<file path="src/rtl/sensor_fault_monitor_if.sv">
// Bundle of the sensor pins, supervisor acknowledge and latched fault report.
// The master side is the supervisor/pins; the slave side is sensor_fault_monitor.
interface sensor_fault_monitor_if #(
  parameter int CNT_WIDTH = 8
);
  logic [3:0]           sensors;
  logic                 ack;
  logic                 fault;
  logic [3:0]           fault_code;
  logic [CNT_WIDTH-1:0] fault_count;

  modport master (
    output sensors, ack,
    input  fault, fault_code, fault_count
  );

  modport slave (
    input  sensors, ack,
    output fault, fault_code, fault_count
  );
endinterface

</file>
<file path="src/rtl/sensor_fault_monitor.sv">
// Synchronises the four sensor pins, debounces the error condition and latches a fault until acked.
// Optional feature: define SENSOR_FAULT_COUNT_EN to build the saturating fault_count counter.
module sensor_fault_monitor #(
  parameter int DEBOUNCE  = 4,
  parameter int CNT_WIDTH = 8
) (
  input  logic                  clk,
  input  logic                  n_rst,
  sensor_fault_monitor_if.slave bus
);

  localparam int DCW  = $clog2(DEBOUNCE + 1);
  localparam int DCW1 = DCW + 1;
  localparam logic [DCW:0] DEBOUNCE_V = DCW1'(DEBOUNCE);

  typedef enum logic [1:0] {
    IDLE  = 2'd0,
    PEND  = 2'd1,
    FAULT = 2'd2,
    CLEAR = 2'd3
  } state_t;

  state_t         state_reg;
  logic [3:0]     sync1_reg;
  logic [3:0]     sync2_reg;
  logic [DCW-1:0] cnt_reg;
  logic           fault_reg;
  logic [3:0]     fault_code_reg;

  logic           err_s;
  logic [DCW:0]   cnt_inc;
  logic           confirm;

  assign err_s   = sync2_reg[0] | (sync2_reg[1] & (sync2_reg[2] | sync2_reg[3]));
  assign cnt_inc = {1'b0, cnt_reg} + DCW1'(1);

  // A fault is confirmed on the edge that takes the FSM into FAULT.
  assign confirm = err_s &&
                   (((state_reg == IDLE) && (DEBOUNCE == 1)) ||
                    ((state_reg == PEND) && (cnt_inc == DEBOUNCE_V)));

  always_ff @(posedge clk or negedge n_rst) begin
    if (!n_rst) begin
      sync1_reg      <= 4'b0000;
      sync2_reg      <= 4'b0000;
      state_reg      <= IDLE;
      cnt_reg        <= '0;
      fault_reg      <= 1'b0;
      fault_code_reg <= 4'b0000;
    end else begin
      sync1_reg <= bus.sensors;
      sync2_reg <= sync1_reg;

      case (state_reg)
        IDLE: begin
          if (!err_s) begin
            cnt_reg <= '0;
          end else if (confirm) begin
            state_reg      <= FAULT;
            fault_reg      <= 1'b1;
            fault_code_reg <= sync2_reg;
            cnt_reg        <= '0;
          end else begin
            state_reg <= PEND;
            cnt_reg   <= DCW'(1);
          end
        end

        PEND: begin
          if (!err_s) begin
            state_reg <= IDLE;
            cnt_reg   <= '0;
          end else if (confirm) begin
            state_reg      <= FAULT;
            fault_reg      <= 1'b1;
            fault_code_reg <= sync2_reg;
            cnt_reg        <= '0;
          end else begin
            cnt_reg <= cnt_inc[DCW-1:0];
          end
        end

        FAULT: begin
          // A condition still present at ack time must go away before it can re-arm.
          if (bus.ack) begin
            fault_reg <= 1'b0;
            state_reg <= err_s ? CLEAR : IDLE;
          end
        end

        CLEAR: begin
          if (!err_s) begin
            state_reg <= IDLE;
          end
        end

        default: begin
          state_reg <= IDLE;
          fault_reg <= 1'b0;
          cnt_reg   <= '0;
        end
      endcase
    end
  end

  assign bus.fault      = fault_reg;
  assign bus.fault_code = fault_code_reg;

`ifdef SENSOR_FAULT_COUNT_EN
  logic [CNT_WIDTH-1:0] fault_count_reg;

  always_ff @(posedge clk or negedge n_rst) begin
    if (!n_rst) begin
      fault_count_reg <= '0;
    end else if (confirm && (fault_count_reg != {CNT_WIDTH{1'b1}})) begin
      fault_count_reg <= fault_count_reg + CNT_WIDTH'(1);
    end
  end

  assign bus.fault_count = fault_count_reg;
`else
  assign bus.fault_count = '0;
`endif

endmodule

</file>
<file path="src/flat_wrapper.sv">
// flat-port wrapper written by rule: the top's interface ports become plain ports
module sensor_fault_monitor_flat 
#(
  parameter int DEBOUNCE  = 4,
  parameter int CNT_WIDTH = 8
)
  (clk, n_rst, bus_sensors, bus_ack, bus_fault, bus_fault_code, bus_fault_count);
  sensor_fault_monitor_if #(.CNT_WIDTH(CNT_WIDTH)) bus_i ();
  input  logic clk;
  input  logic n_rst;
  input wire logic [$bits(bus_i.sensors)-1:0] bus_sensors;
  input wire logic [$bits(bus_i.ack)-1:0] bus_ack;
  output wire logic [$bits(bus_i.fault)-1:0] bus_fault;
  output wire logic [$bits(bus_i.fault_code)-1:0] bus_fault_code;
  output wire logic [$bits(bus_i.fault_count)-1:0] bus_fault_count;
  assign bus_i.sensors = bus_sensors;
  assign bus_i.ack = bus_ack;
  assign bus_fault = bus_i.fault;
  assign bus_fault_code = bus_i.fault_code;
  assign bus_fault_count = bus_i.fault_count;
  sensor_fault_monitor #(.DEBOUNCE(DEBOUNCE), .CNT_WIDTH(CNT_WIDTH)) u_core (.clk(clk), .n_rst(n_rst), .bus(bus_i));
endmodule
</file>
<file path="config.mk">
export PLATFORM = sky130hd
export DESIGN_NAME = sensor_fault_monitor_flat
export DESIGN_NICKNAME = d
export VERILOG_FILES = /design/src/rtl/sensor_fault_monitor_if.sv /design/src/rtl/sensor_fault_monitor.sv /design/src/flat_wrapper.sv
export SDC_FILE = /design/constraint.sdc
export NUM_CORES = 1
export LEC_CHECK = 0
export ABC_AREA = 0
export CORE_MARGIN = 3
export CORE_UTILIZATION = 43
export DETAILED_ROUTE_END_ITERATION = 10
export PLACE_DENSITY_LB_ADDON = 0.1
export SYNTH_ARGS = -nofsm -noshare
export SYNTH_HDL_FRONTEND = slang
export SYNTH_SLANG_ARGS = --single-unit
</file>
<file path="constraint.sdc">
create_clock -name clk -period 1.9 [get_ports clk]
set_input_delay 0.19 -clock clk [delete_from_list [all_inputs] [get_ports clk]]
set_output_delay 0.19 -clock clk [all_outputs]
set_load 0.005 [all_outputs]
</file>
[Yosys cells after proc, flatten, opt, wreduce, memory -nomap -nowiden]
Cells that the tools add are included.
Word-level totals
  input bits: 7
  output and inout port bits: 13
  bits in registers: 18
Operators by class
  reductions and logical operators: 9
  bitwise gates (word level): 3
  add/subtract/negate cells: 1
  mux-type cells: 17
  equality and inequality tests: 10
Operators with widths (count)
  $mux 2: 7
  $mux 3: 3
  $pmux 2 s4: 1
  $reduce_and 4->1: 2
  $ne 2x1->1 const B: 3
  $pmux 3 s2: 1
  $add 3x1->4 const B: 1
  $eq 2x2->1 const B: 2
  $eq 4x3->1 const B: 1
  $mux 1: 4
  $ne 2x2->1 const B: 2
  $reduce_bool 2->1: 2
  $ne 3x3->1 const B: 1
  $reduce_and 3->1: 1
  $eq 2x1->1 const B: 1
  $logic_and 1x1->1: 2
  $logic_not 2->1: 1
  $or 1x1->1: 2
  $pmux 1 s2: 1
  $reduce_or 2->1: 1
  $and 1x1->1: 1

[Logic depth before layout (Yosys ltp)]
  depth after elaboration: 7
  gate-level depth with buffers: 5
  mapped depth without buffers: 5

[Least setup slack after synthesis]
No wires, ideal clock.
  path kind: reg2reg
  from: reg u_core.cnt_reg[0]
  to: reg u_core.fault_code_reg[0], in the netlist u_core.bus.fault_code[0]
  path buffers: 0
  stages on the path, launching flop included: 6
  required time: 1775 ps
  slack: 419 ps
  clock period less this slack: 1481 ps
  arrival: 1356 ps
  library setup time: 125 ps
  path through: dfrtp_1 -> ha_1 -> inv_1 -> nor2_1 -> o211ai_4 -> mux2_4
On the way
  cells in the longest elaborated chain, start to end: 5
Ends and longest elaborated chain
  start: declaration: line sensor_fault_monitor.sv:26  | logic [DCW-1:0] cnt_reg;
  start signal: assignment: line sensor_fault_monitor.sv:79  | cnt_reg <= cnt_inc[DCW-1:0];
  $add 3x1->4: line sensor_fault_monitor.sv:35  | assign cnt_inc = {1'b0, cnt_reg} + DCW1'(1);
  $eq 4x3->1: line sensor_fault_monitor.sv:40  | ((state_reg == PEND) && (cnt_inc == DEBOUNCE_V)));
  $logic_and 1x1->1: line sensor_fault_monitor.sv:40
  $logic_and 1x1->1: line sensor_fault_monitor.sv:38  | assign confirm = err_s &&
  $reduce_and 3->1 (no line)
  end signal: assignment: line sensor_fault_monitor.sv:61  | fault_code_reg <= sync2_reg;
  end signal: assignment: line sensor_fault_monitor.sv:76  | fault_code_reg <= sync2_reg;
  end: declaration: line sensor_fault_monitor.sv:28  | logic [3:0] fault_code_reg;
Every way passes these cells.
A chain may end at the register's enable or synchronous reset.

[Final worst setup path]
  from: reg u_core.cnt_reg[0]
  to: reg u_core.fault_code_reg[3], in the netlist u_core.bus.fault_code[3]
The elaborated chain is that of the path after synthesis.

==> flow_summary.toml <==
[run_status]
status = "finished clean"

[clock_tree]
cts_tree = "done"
ctsResizeCount = 0
cts-hold-fix-buffers = 0
clk-insertion-delay-late_ps = 280
h-tree-depth = 1
clk_pin_slew_ps = 100
clockBufferDepth = 2
cts_buffers = 3
cts_sinks = 18
post_cts_buffers = 0
ctsRootBufferMaster = "clkbuf_4"

[timing]
fmax_ghz = 0.639
setup_violations = 0
finalCriticalPeriod_ps = 1560
finalClockSkew_ps = 2.59
period_share_pct = 82.3
maxSlewViolCount = 0
rsz0062_at_grt = "no"
fin_ws_ps = 336
tns_ps = 0
hold_viol = 0

[synthesis]
async_reset_ff_share_pct = 100
yosys.cell_count.top_type = "dfrtp_1"
postSynthCellCount = 62
yosysSeqAreaShare_pct = 55.6
yosys_warnings = 0
ys_seq_elements = 18
synth_compound_area_share_pct = 15.1
synth_top_area_share_pct = 55.6
yosys-top-cells-area = "dfrtp_1 56%, buf_4 7.4%, mux2_4 7.4%"
synth_common_cells = "18 x dfrtp_1, 8 x buf_4"
synth_ff_type = "dfrtp_1"
synth_top_cell_by_area = "dfrtp_1"
synthMuxAreaShare_pct = 7.42
synth-edff-count = 0
synth_fa_ha_area_share_pct = 3.09
ys_types = 24
synth_top_family_by_area = "compound AO/OA/AOI/OAI gates"
syn_avg_cell_area_um2 = 13.1
synth_xor_area_share_pct = 1.08
syn_area_um2 = 810
synth_simple_gate_area_share_pct = 7.88

[setup_path]
required_ps = 2080
cp_max_fo = 5
worstSetupPathType = "flop to flop"
crit_end = "u_core.bus.fault_code[3]"
crit_arrival_ps = 1740
startpoint = "u_core.cnt_reg[0]"
cp-end-kind = "flop"
r2r-start = "u_core.cnt_reg[0]"
reg2reg_depth = 5
reg2reg_slack_ps = 340
start_kind = "flop"
rr_endpoint = "u_core.bus.fault_code[3]"

[die]
rows = 15
die_w_um = 49.4
die_h_um = 49.4
dieArea_mm2 = 0.00244
core_region_area_mm2 = 0.00175
io_pins = 20
initial_core_util_pct = 46.4

[detailed_routing]
drtIter0Drc = 6
wl_per_cell_um = 10.8
drc = 0
dr.pass1.iters = 4
ant_nets = 0
drt_wl_total_um = 1090
vias = 480
vias_per_cell = 4.75

[finish]
drive_gt1_share_pct = 15.8
instances_no_fill = 101
diodes = 0
seq_area_um2 = 450
syn2layout_area_growth_pct = 17.3
multi_input_area_um2 = 310
nets = 86
final.fill_count = 161

[worst_hold_path]
hold_path.class = "input pin to async pin"

[place]
placed_cells = 97
routabilityCongestion = 0.791
dp_slack_ps = 355
place.port_buffers = 11
dp_hpwl_um = 812

[power_and_ir_drop]
p_per_area_mw_per_mm2 = 1210
p_leak_nw = 0.444
ir_drop_uv = 550

[global_routing]
overflow = 0
grt_pass1_wl_um = 2010
use_met3_pct = 2.14
gr-usage-met1_pct = 13.0
grt_max_degree = 19
antenna_found_initial = 0
busiest_layer = "met2"
met2_usage_pct = 17.6
grt_use_total_pct = 10.8
grt_pass1_vias = 457

[flow_run]
maxCapViolations = 0
==> critical path, cell delays in order (launching register included) <==
cell and delay [ps]:
dfrtp_1 430, ha_1 240, inv_1 90, nor2_1 90, o211ai_4 290, mux2_4 330
==> cells in the final DEF (no fill, tap or decap), types with 2 or more instances in the layout <==
cell type        count
o21a_1               2
conb_1               8
mux2_4               4
ha_1                 2
nor2_1               4
clkdlybuf4s50_1     11
o21ai_0              4
nand2_1              4
dfrtp_1             18
clkbuf_4             3
==> report_power, final <==
group          internal [mW]  switching (mW)
sequential             0.475          0.0738
combinational          0.237           0.131
clock                  0.117           0.111
==> area by class of cell <==
type / count / area share (%)
Sequential cell: 18 / 47.4
Tap cell: 25 / 3.29
Clock buffer: 4 / 3.82
Multi-Input combinational cell: 41 / 32.7
Timing Repair Buffer: 12 / 12.4
Inverter: 1 / 0.395
==> layer usage <==
metal | vias up | share of wire (%)
met5 | - | 0
met4 | 0 | 0.74
met3 | 2 | 7.4
met2 | 18 | 49
met1 | 232 | 43
li1 | 228 | -
==> cells by family (layout without fill, tap and decap cells) <==
kind of cell	count (synthesis)	in the layout
AO/OA/AOI/OAI	14	14
other	1	8
AND/OR/NAND/NOR	12	12
buffers and inverters	10	17
multiplexers	4	4
adder cells (fa/ha/maj)	2	2
XOR/XNOR	1	1
flip-flops	18	18
==> metrics by stage <==
| step | area [um2] | hold slack, ps | util, % | total power [mW] |
|---|---|---|---|---|
| floorplan | 836 | -106 | - | 0.785 |
| global placement | 913 | 333 | 52.3 | 0.927 |
| detailed placement | 913 | 337 | 52.3 | 0.928 |
| CTS | 950 | 217 | 54.4 | 1.16 |
| global route | 950 | 224 | 54.4 | 1.23 |
| finish | 950 | 215 | 54.4 | 1.14 |
==> how the worst min path moves through the flow <==
| stage | startpoint | endpoint | slack [ps] | depth (start not counted) |
|---|---|---|---|---|
| 6_report | n_rst | u_core.state_reg[1] | 220 | 2 |
| 3_5_place_dp | u_core.sync1_reg[1] | u_core.sync2_reg[1] | 340 | 0 |
| 5_1_grt | n_rst | u_core.bus.fault_code[1] | 220 | 2 |
| 2_1_floorplan | n_rst | u_core.bus.fault | -110 | 0 |
| 4_1_cts | n_rst | u_core.state_reg[1] | 220 | 2 |
| 3_3_place_gp | u_core.sync1_reg[3] | u_core.sync2_reg[3] | 330 | 0 |
Power figures use the tool's default switching activity.
